<file path="config.mk">
export PLATFORM = sky130hd
export DESIGN_NAME = parity_frame_rx
export DESIGN_NICKNAME = d
export VERILOG_FILES = /design/src/rtl/parity_frame_rx_pkg.sv /design/src/rtl/parity_frame_rx_acc.sv /design/src/rtl/parity_frame_rx.sv
export SDC_FILE = /design/constraint.sdc
export NUM_CORES = 1
export LEC_CHECK = 0
export ABC_AREA = 1
export CORE_MARGIN = 8
export CORE_UTILIZATION = 50
export CTS_CLUSTER_SIZE = 10
export DETAILED_ROUTE_END_ITERATION = 8
export GPL_TIMING_DRIVEN = 0
export PLACE_DENSITY_LB_ADDON = 0.3
export REMOVE_ABC_BUFFERS = 1
export SETUP_SLACK_MARGIN = 0.15
export SLEW_MARGIN = 10
export SYNTH_ARGS = -nofsm -noshare
export SYNTH_HDL_FRONTEND = slang
export SYNTH_SLANG_ARGS = --single-unit
</file>
<file path="constraint.sdc">
create_clock -name clock -period 1.6 [get_ports clock]
set_input_delay 0.4 -clock clock [delete_from_list [all_inputs] [get_ports clock]]
set_output_delay 0.4 -clock clock [all_outputs]
set_load 0.005 [all_outputs]
</file>
<file path="src/rtl/parity_frame_rx_pkg.sv">
// parity_frame_rx shared definitions.
// FSM state encodings and serial line levels.
package parity_frame_rx_pkg;

  localparam logic [1:0] ST_IDLE   = 2'd0;
  localparam logic [1:0] ST_DATA   = 2'd1;
  localparam logic [1:0] ST_PARITY = 2'd2;
  localparam logic [1:0] ST_STOP   = 2'd3;

  localparam logic START_LVL = 1'b0;
  localparam logic STOP_LVL  = 1'b1;
  localparam logic IDLE_LVL  = 1'b1;

endpackage

</file>
<file path="src/rtl/parity_frame_rx_acc.sv">
// parity_acc: one-bit XOR accumulator.
// Clear wins over enable.
module parity_acc (
  input  logic clock,
  input  logic reset_n,
  input  logic clr,
  input  logic en,
  input  logic d,
  output logic q
);

  always_ff @(posedge clock or negedge reset_n) begin
    if (!reset_n) begin
      q <= 1'b0;
    end else if (clr) begin
      q <= 1'b0;
    end else if (en) begin
      q <= q ^ d;
    end
  end

endmodule

</file>
<file path="src/rtl/parity_frame_rx.sv">
// parity_frame_rx: start/data/parity/stop receiver.
// Acts on rx_in only when sample_en is high.
module parity_frame_rx #(
  parameter int DATA_W     = 8,
  parameter int ODD_PARITY = 0
) (
  input  logic              clock,
  input  logic              reset_n,
  input  logic              sample_en,
  input  logic              rx_in,
  output logic [DATA_W-1:0] data_out,
  output logic              valid,
  output logic              parity_err,
  output logic              frame_err,
  output logic              busy
);

  import parity_frame_rx_pkg::*;

  localparam int CW = $clog2(DATA_W) + 1;
  localparam int IW = CW - 1;
  localparam logic ODD = (ODD_PARITY != 0);
  localparam logic [CW-1:0] LAST = CW'(DATA_W - 1);

  logic [1:0]        state;
  logic [CW-1:0]     cnt;
  logic [DATA_W-1:0] word;
  logic              acc;
  logic              mism;
  logic              acc_clr;
  logic              acc_en;
  logic [IW-1:0]     idx;

  assign acc_clr = sample_en
                 && (state == ST_IDLE)
                 && (rx_in == START_LVL);
  assign acc_en  = sample_en
                 && (state == ST_DATA);
  assign idx     = cnt[IW-1:0];
  assign busy    = (state != ST_IDLE);

  parity_acc u_acc (
    .clock   (clock),
    .reset_n (reset_n),
    .clr     (acc_clr),
    .en      (acc_en),
    .d       (rx_in),
    .q       (acc)
  );

  always_ff @(posedge clock or negedge reset_n) begin
    if (!reset_n) begin
      state      <= ST_IDLE;
      cnt        <= '0;
      word       <= '0;
      mism       <= 1'b0;
      data_out   <= '0;
      valid      <= 1'b0;
      parity_err <= 1'b0;
      frame_err  <= 1'b0;
    end else begin
      valid <= 1'b0;
      if (sample_en) begin
        unique case (state)
          ST_IDLE: begin
            if (rx_in == START_LVL) begin
              state <= ST_DATA;
              cnt   <= '0;
              word  <= '0;
            end
          end
          ST_DATA: begin
            word[idx] <= rx_in;
            cnt       <= cnt + 1'b1;
            if (cnt == LAST) begin
              state <= ST_PARITY;
            end
          end
          ST_PARITY: begin
            mism  <= rx_in ^ acc ^ ODD;
            state <= ST_STOP;
          end
          ST_STOP: begin
            state      <= ST_IDLE;
            data_out   <= word;
            parity_err <= mism;
            frame_err  <= (rx_in != STOP_LVL);
            valid      <= 1'b1;
          end
          default: state <= ST_IDLE;
        endcase
      end
    end
  end

endmodule

</file>
# After elaboration in Yosys (flattened, before gate mapping)

Cells that the tools add are included.

Register bits after elaboration: 27
Bits of input ports: 4
Output and inout port bits: 12
Word-level logic and storage cells: 46

Add/sub/neg operators: 1
Magnitude comparators: 2
Equal/unequal tests: 6
Muxes and demuxes: 14
Bitwise logic cells: 2
Reduce and logical (&&, ||, !) cells: 12

Operator list:

| cell                                                               | number |
|---|---|
| one-hot mux 8 bit (2 select lines)                                 | 1 |
| bitwise mux 8 bit                                                  | 1 |
| 2-to-1 mux 8 bit                                                   | 1 |
| one-hot mux 2 bit (4 select lines)                                 | 1 |
| one-hot mux 4 bit (2 select lines)                                 | 1 |
| AND reduction 3 bit                                                | 2 |
| nonzero test 2 bit                                                 | 3 |
| 2-to-1 mux 1 bit                                                   | 5 |
| adder 4 x 1 -> 4 bit (second input constant)                       | 1 |
| equality test 2 bit (second input constant)                        | 2 |
| equality test 4 x 3 -> 1 bit (second input constant)               | 1 |
| logical AND 1 bit                                                  | 4 |
| less-than comparator 3 x 4 -> 1 bit (second input constant)        | 1 |
| 2-to-1 mux 2 bit                                                   | 2 |
| 2-to-1 mux 4 bit                                                   | 1 |
| AND reduction 2 bit                                                | 2 |
| demux 1 bit (select 3 bit)                                         | 1 |
| greater-or-equal comparator 3 x 1 -> 1 bit (second input constant) | 1 |
| equality test 2 x 1 -> 1 bit (second input constant)               | 1 |
| logical NOT 2 bit                                                  | 1 |
| != test 2 x 1 -> 1 bit (second input constant)                     | 1 |
| != test 2 bit (second input constant)                              | 1 |
| NOT 1 bit                                                          | 1 |
| XOR 1 bit                                                          | 1 |

# Logic depth before layout (Yosys ltp)

Gate-level depths: netlist (run 1).

Depth after elaboration: 6
Mapped depth: 9
Mapped depth without buffers: 8

# Modules after synthesis

Synthesis (run 1) repeated with hierarchy kept, for this count alone.

Cells, all modules: 168
Area total of the unflattened synthesis: 1355.0 µm²

By module, submodules not included:

| module          | times used | cells each | area an instance (µm²) | seq. area each (µm²) |
|---|---|---|---|---|
| parity_frame_rx | 1          | 162        | 1308.8                 | 650.6 |
| parity_acc      | 1          | 6          | 46.3                   | 25.0 |

# Worst setup path after synthesis (run 1)

Ideal clock, no wire load.

Kind: reg-to-reg
From: reg state[0]
To: reg word[0]
Setup time: 117 ps
Arrival: 1212 ps
Data required time: 1483 ps
Setup slack: 271 ps
Stages on the path, launching flop included: 10
Buffers on the path: 1
Clock period less this slack: 1329 ps
Path through: dfrtp_1 inv_1 ha_1 nand2_1 nand2_2 nor2_4 buf_6 nand2_1 nand2_1 nand2_1

Word-level cells in the longest chain between the ends: 3
Elaborated cells between the ends (all ways): 6
Those cells by class: 2 x eq/ne; 1 x mux; 3 x reduce/logical

RTL lines:

| what                                                              | RTL line              | text |
|---|---|---|
| start: declaration                                                | parity_frame_rx.sv:25 | `logic [1:0] state;` |
| start signal: assignment                                          | parity_frame_rx.sv:53 | `state <= ST_IDLE;` |
| start signal: assignment                                          | parity_frame_rx.sv:67 | `state <= ST_DATA;` |
| start signal: assignment                                          | parity_frame_rx.sv:76 | `state <= ST_PARITY;` |
| equality test 2 x 1 -> 1 bit or logical NOT 2 bit (tied branches) | parity_frame_rx.sv:64 | `unique case (state)` |
| nonzero test 2 bit (no line) or != test 2 bit (tied branches)     | n/a                   |  |
| AND reduction 3 bit (no line)                                     | n/a                   |  |
| end signal: indexed assignment                                    | parity_frame_rx.sv:73 | `word[idx] <= rx_in;` |
| end: declaration                                                  | parity_frame_rx.sv:27 | `logic [DATA_W-1:0] word;` |

Several ways; a longest one is shown, not always the timed one.
A chain may end at the register's enable or synchronous reset.

# Worst setup path after layout (run 1)

From: reg state[0]
To: out busy

Word-level cells in the longest chain between the ends: 1

RTL lines:

| what               | RTL line              | text |
|---|---|---|
| nonzero test 2 bit | parity_frame_rx.sv:40 | `assign busy = (state != ST_IDLE);` |
| end: declaration   | parity_frame_rx.sv:15 | `output logic busy` |

Every way passes these cells.

==> results of run 1 <==
[Yosys cell counts (all sizes together)]
cell    count
a21oi       1
o21ai       5
ha          6
dfrtp      27
nand3      12
xnor2       1
inv        10
nand2      81
clkinv      1
or2         1
xor2        1
nor2        4
buf         5
nand3b      9
[area by class of cell]
cell class,instances,share of cell area (%)
Multi-Input combinational cell,124,41.4
Clock inverter,1,0.303
Sequential cell,27,41.0
Tap cell,30,2.27
Clock buffer,3,1.36
Inverter,11,2.80
Timing Repair Buffer,22,10.9
[worst paths after layout]
check,cells after the start,to,start
max,4,busy,state[0]
min,1,mism,reset_n
max reg2reg,9,word[3],state[0]
min reg2reg,2,word[4],word[4]
max in group asynchronous,1,cnt[1],reset_n
min in group clock,2,word[4],word[4]
[cells by family (layout without fill, tap and decap cells)]
kind of cell	Yosys count	count (layout)	share of synthesized area, %
compound gates	6	6	2.24
fa+ha+maj	6	6	5.59
flops	27	27	50.3
xor+xnor	2	2	1.30
buf+inv	16	37	5.87
simple gates	107	110	34.7
[where the power goes]
| part | leakage, nW | internal, mW | switching, mW |
|---|---|---|---|
| logic | 0.525 | 0.509 | 0.711 |
| clock network | 0.0177 | 0.0937 | 0.199 |
| registers | 0.364 | 0.819 | 0.0978 |
| total | 0.907 | 1.42 | 1.01 |
[flip-flops by register name, indices dropped and copies added (netlist names)]
register	count
data_out	8
word	8
cnt	4
state	2
frame_err	1
mism	1
parity_err	1
u_acc.q	1
valid	1
[what timing repair did]
item                       CTS  global route
buffers inserted             6             1
hold endpoints to repair     0             0
setup endpoints to repair   61            25
gates resized for setup     28            12
gates cloned                 2             1
pin swaps                    2             9
[layer usage]
layer	up-vias	share of wire [%]	GRT usage [%]
met2	18	49	23.2
met4	0	0.62	3.84
met3	2	5.4	1.96
met1	528	45	14.8
met5	-	0	0
li1	563	-	-
[worst max-delay path: cells and delay by family, from the launching register on]
family | cells | cell delay, ns
DFF | 1 | 0.42
buffers and inverters | 3 | 0.22
adders and majority gates | 1 | 0.14
[per-stage QoR]
| step | power [mW] | TNS, ns |
|---|---|---|
| final | 2.43 | 0 |
| after global routing | 2.62 | 0 |
| after CTS | 2.30 | -0.00273 |
| after detailed placement | 1.81 | -13.00 |
| after global placement | 1.77 | -10.89 |
| after floorplan | 1.50 | 0 |
==> flow_metrics.tcl, run 1 <==
set metrics [dict create \
    grt_setup_unrepaired "true" \
    avgRoutedWirePerCell_um 12.7 \
    ys_seq_area_share_pct 50.3 \
    synth_area_sq_um 1340 \
    dpl_cell_area_sq_um 1490 \
    drv_cap 0 \
    yosysUniqueCellTypes 20 \
    fin_crit_ns 1.50 \
    ant_nets 0 \
    slowest_stage "dfrtp_1" \
    root_buffer "clkbuf_4" \
    drive_gt1_share_pct 18.6 \
    hold_buffers 0 \
    placed_cells 204 \
    required_ns 1.20 \
    crit_type "flip-flop to output pin" \
    cp-start-kind "flip-flop" \
    synth_area_per_cell_sq_um 8.19 \
    finalHoldViolCount 0 \
    crit_path_frequent_cell "inv_2" \
    crit_path_end_kind "output pin" \
    vias 1111 \
    clk_pin_slew_ns 0.14 \
    final_util_pct 65.5 \
    antenna_cells 0 \
    die_y_um 67.8 \
    die_area_sq_um 4600 \
    fin_nets 199 \
    maxSlewHeadroom_pct 61.2 \
    drv_slew 0 \
    worstSkewPairLatency_ns 0.32 \
    fin_skew_ns 0.00170 \
    cts_buffer_depth 2 \
    tightest_slew_ns 0.582 \
    clkSinkCount 27 \
    antenna_found_initial 0 \
    final_cell_mix "nand2_1, dfrtp_1, nand3_1" \
    yosys-top-cells-area "dfrtp_1, nand2_1, ha_1" \
    yosys_warnings 0 \
    start_util_pct 53.2 \
    grt.overflow.total 0 \
    yosysTopAreaCellShare_pct 50.3 \
    cts_tree "yes" \
    chipWidth_um 67.8 \
    fill_cells 225 \
    io_pins 16 \
    drtIter0Drc 53 \
    multiInputGateArea_sq_um 683 \
    viasPerCell 5.10 \
    num_rows 18 \
    seq_area_sq_um 677 \
    r2r_slack_ns 0.18 \
    status "finished clean" \
    cpPeakStageDelay_ns 0.42 \
    crit_chain "inv_2 > ha_4 > inv_2 > clkbuf_2" \
    wl_mm 2.76 \
    min_period_over_period_pct 93.5 \
    finalSetupViolCount 0 \
    powerDensity_nw_per_um2 1470 \
    cts-buffers-inserted 3 \
    track_usage_pct 12.6 \
    port_buffers 15 \
    syn-instance-count 164 \
    post-place-ws_ns -0.388 \
    leakagePower_nw 0.907 \
    layout_commonest_cell "nand2_1" \
    grt_max_degree 28 \
    fin_cells 218 \
    cts_htree_levels 1 \
    area_growth_pct 23.0 \
    grt_pass1_wl_mm 4.62 \
    ir_worst_vdd_mv 0.861 \
    crit_path_max_fanout 2 \
    gp_congestion 0.792 \
    worst_hold_path_type "primary input to asynchronous set/reset pin" \
    dp_hpwl_mm 1.70 \
    hold_ws_ns 0.0537 \
    first_global_vias 1065 \
    ys_ff_latch 27 \
    core-area_sq_um 2520 \
    cp_data_arrival_time_ns 1.10 \
    synth_top_area_cell "dfrtp_1" \
    fmax_mhz 668 \
    first_pass_iters 4 \
    drc 0 \
    setup_ws_ns 0.104 \
    stdcell_area_sq_um 1650 \
]
No activity file was read; power rests on OpenSTA's default activity.
==> run 2, diff against run 1 <==
TNS_END_PERCENT = 20   (was unset)
==> flow_metrics.tcl, run 2 (synthesis gave the netlist of run 1 again) <==
set metrics [dict create \
    drv_slew 0 \
    layout_commonest_cell "nand2_1" \
    ir_worst_vdd_mv 0.859 \
    required_ns 1.20 \
    drc 0 \
    final_util_pct 64.8 \
    fin_tns_setup_ns 0 \
    start_util_pct 53.2 \
    min_period_over_period_pct 93.6 \
    root_buffer "clkbuf_4" \
    chipWidth_um 67.8 \
    antenna_cells 0 \
    r2r_slack_ns 0.18 \
    avgRoutedWirePerCell_um 12.8 \
    drv_cap 0 \
    drtIter0Drc 56 \
    first_global_vias 1065 \
    first_pass_iters 4 \
    grt_pass1_wl_mm 4.62 \
    fill_cells 225 \
    cp_data_arrival_time_ns 1.10 \
    multiInputGateArea_sq_um 676 \
    ant_nets 0 \
    fin_cells 217 \
    cts_htree_levels 1 \
    finalHoldViolCount 0 \
    maxSlewHeadroom_pct 61.3 \
    viasPerCell 5.19 \
    grt.overflow.total 0 \
    total_power_mw 2.40 \
    r2r_cells 9 \
    area_growth_pct 21.7 \
    worstSkewPairLatency_ns 0.32 \
    tightest_slew_ns 0.580 \
    drive_gt1_share_pct 16.6 \
    powerDensity_nw_per_um2 1470 \
    setup_ws_ns 0.102 \
    io_pins 16 \
    cts-buffers-inserted 3 \
    fin_crit_ns 1.50 \
    wl_mm 2.78 \
    core-area_sq_um 2520 \
    die_y_um 67.8 \
    crit_path_end_kind "output pin" \
    clk_pin_slew_ns 0.14 \
    gp_congestion 0.792 \
    worst_hold_path_type "primary input to asynchronous set/reset pin" \
    crit_type "flip-flop to output pin" \
    reg_top3 "data_out (8), word (8), cnt (4)" \
    final_cell_mix "nand2_1, dfrtp_1, nand3_1" \
    track_usage_pct 12.6 \
    antenna_found_initial 0 \
    num_rows 18 \
    placed_cells 204 \
    cts_tree "yes" \
    clkSinkCount 27 \
    post-place-ws_ns -0.388 \
    vias 1127 \
    leakagePower_nw 0.900 \
    grt_setup_unrepaired "true" \
    port_buffers 15 \
    status "finished clean" \
    grt_max_degree 28 \
    dp_hpwl_mm 1.70 \
    cts_buffer_depth 2 \
    seq_area_sq_um 676 \
    finalSetupViolCount 0 \
    cp-start-kind "flip-flop" \
    hold_buffers 0 \
    die_area_sq_um 4600 \
    fin_nets 198 \
    fin_skew_ns 0.00140 \
    fmax_mhz 668 \
    crit_path_max_fanout 2 \
]
run 2: path summary, 6_finish.rpt:
check                      startpoint        to
min in group clock            word[4]   word[4]
min reg2reg                   word[4]   word[4]
max                          state[0]      busy
min                           reset_n      mism
max in group asynchronous     reset_n  state[1]
max reg2reg                  state[0]   word[3]
run 2: layout make-up:
type,instances,share of cell area (%)
inverters,11,2.83
well taps,30,2.30
multi-input cells,124,41.3
flip-flops and latches,27,41.3
clock buffers,3,1.38
clock inverters,1,0.306
repair buffers,21,10.5
run 2: repair_timing:
action,CTS,global route
setup buffers,5,1
endpoints found under the setup margin,61,25
gates resized for setup,28,7
pin swaps,2,6
gates cloned,2,1
run 2: stage by stage:
step	cell area, sq um	hold slack, ns
floorplan	1310	0.104
CTS	1600	0.463
finish	1630	0.0521
detailed placement	1490	0.459
global route	1630	0.0840
global placement	1490	0.457
run 2: power by group:
group / switching (mW) / internal, mW
combinational: 0.705 / 0.489
clock: 0.200 / 0.0937
sequential: 0.0950 / 0.818
total: 1.00 / 1.40
run 2: critical path, cell delays in order (launching register included):
cell and delay [ns]:
dfrtp_1 0.42, inv_2 0.09, ha_4 0.14, inv_2 0.03
clkbuf_2 0.10
run 2: layer usage:
metal	global-route usage (%)	part of all wire (%)	vias to the layer above
met5	0	0	-
met4	3.84	0.61	0
met3	1.96	6.8	2
met2	23.2	49	34
met1	14.8	43	532
li1	-	-	559
==> run 3, diff against run 2 <==
CTS_BUF_LIST = sky130_fd_sc_hd__clkbuf_16   (was unset)
CTS_CLUSTER_SIZE = 16   (was 10)
==> flow_metrics.tcl, run 3 (synthesis gave the netlist of run 1 again) <==
set metrics [dict create \
    root_buffer "clkbuf_16" \
    fin_crit_ns 1.53 \
    route.met3.wl_um 136 \
    fill_cells 206 \
    grt.overflow.total 0 \
    leakagePower_nw 0.877 \
    required_ns 1.20 \
    fin_skew_ns 0.00232 \
    maxSlewHeadroom_pct 60.5 \
    finalHoldViolCount 0 \
    crit_chain "clkdlybuf4s50_1" \
    cts_tree "yes" \
    drv_slew 0 \
    ant_nets 0 \
    placed_cells 204 \
    die_y_um 67.8 \
    port_buffers 15 \
    hold_buffers 0 \
    io_pins 16 \
    worst_hold_path_type "primary input to asynchronous set/reset pin" \
    core-area_sq_um 2520 \
    viasPerCell 5.16 \
    area_growth_pct 24.0 \
    gp_congestion 0.792 \
    ir_worst_vdd_mv 0.882 \
    crit_type "flip-flop to output pin" \
    layout_commonest_cell "nand2_1" \
    cts_htree_levels 1 \
    tightest_slew_ns 0.592 \
    crit_path_end_kind "output pin" \
    worstSkewPairLatency_ns 0.26 \
    drc 0 \
    total_power_mw 2.64 \
    finalSetupViolCount 0 \
    final_cell_mix "nand2_1, dfrtp_1, nand3_1" \
    cp-start-kind "flip-flop" \
    wl_met2_mm 1.39 \
    cpPeakStageDelay_ns 0.52 \
    drtIter0Drc 53 \
    grt_pass1_wl_mm 4.80 \
    crit_cells 1 \
    powerDensity_nw_per_um2 1590 \
    clk_pin_slew_ns 0.07 \
    num_rows 18 \
    crit_family "buffers and inverters" \
    antenna_cells 0 \
    crit_path_max_fanout 2 \
    drv_cap 0 \
    drive_gt1_share_pct 14.1 \
    topRoutingLayerUsed "met4" \
    fin_nets 195 \
    final_util_pct 66.0 \
    slowest_stage "clkdlybuf4s50_1" \
    fin_cells 214 \
    antenna_found_initial 0 \
    track_usage_pct 13.5 \
    wl_mm 2.80 \
    dp_hpwl_mm 1.70 \
    fin_tns_setup_ns 0 \
    vias 1105 \
    avgRoutedWirePerCell_um 13.1 \
    cp_data_arrival_time_ns 1.13 \
    stdcell_area_sq_um 1660 \
    grt_setup_unrepaired "true" \
    grt_max_degree 28 \
    post-place-ws_ns -0.388 \
    first_global_vias 1078 \
    clkSinkCount 27 \
    dpl_cell_area_sq_um 1490 \
    setup_ws_ns 0.0712 \
    cts-buffers-inserted 3 \
    status "finished clean" \
    chipWidth_um 67.8 \
    die_area_sq_um 4600 \
    fmax_mhz 654 \
    hold_ws_ns 0.138 \
    drt-met1-wl_mm 1.23 \
    r2r_cells 6 \
    start_util_pct 53.2 \
    min_period_over_period_pct 95.5 \
    cts_buffer_depth 2 \
    reg_top3 "data_out (8), word (8), cnt (4)" \
    first_pass_iters 4 \
    crit_buf_inv 1 \
]
==> run 3: final cells by class <==
cell class	count	area (sq um)	area share [%]
clock inverter	1	5.00	0.301
multi-input combinational	123	646	38.8
timing repair buffer	19	181	10.9
tap	30	37.5	2.26
sequential	27	676	40.6
clock buffer	3	75.1	4.51
inverter	11	43.8	2.63
==> run 3: report_power, final <==
| part | leakage (nW) | switching (mW) | internal, mW | total [mW] |
|---|---|---|---|---|
| sequential | 0.366 | 0.102 | 0.820 | 0.922 |
| clock | 0.0409 | 0.227 | 0.337 | 0.564 |
| combinational | 0.470 | 0.655 | 0.502 | 1.16 |
==> run 3: worst paths after layout <==
path / endpoint / startpoint / slack [ns]
max: data_out[3] / data_out[3] / 0.07
min: mism / reset_n / 0.14
max in group asynchronous: cnt[0] / reset_n / 1.07
min in group clock: word[5] / word[5] / 0.47
max reg2reg: word[4] / state[0] / 0.22
min reg2reg: word[5] / word[5] / 0.47
==> run 3: per-layer routing <==
| metal | global-route usage, % | vias to the layer above |
|---|---|---|
| li1 | - | 550 |
| met3 | 2.45 | 5 |
| met4 | 5.12 | 0 |
| met1 | 15.4 | 536 |
| met5 | 0 | - |
| met2 | 24.5 | 14 |
==> run 3: what timing repair did <==
action	CTS	global route
cloned	2	0
hold endpoints to repair	0	0
setup endpoints to repair	61	35
buffers inserted	2	2
resized for setup	8	14
pin swaps	1	4
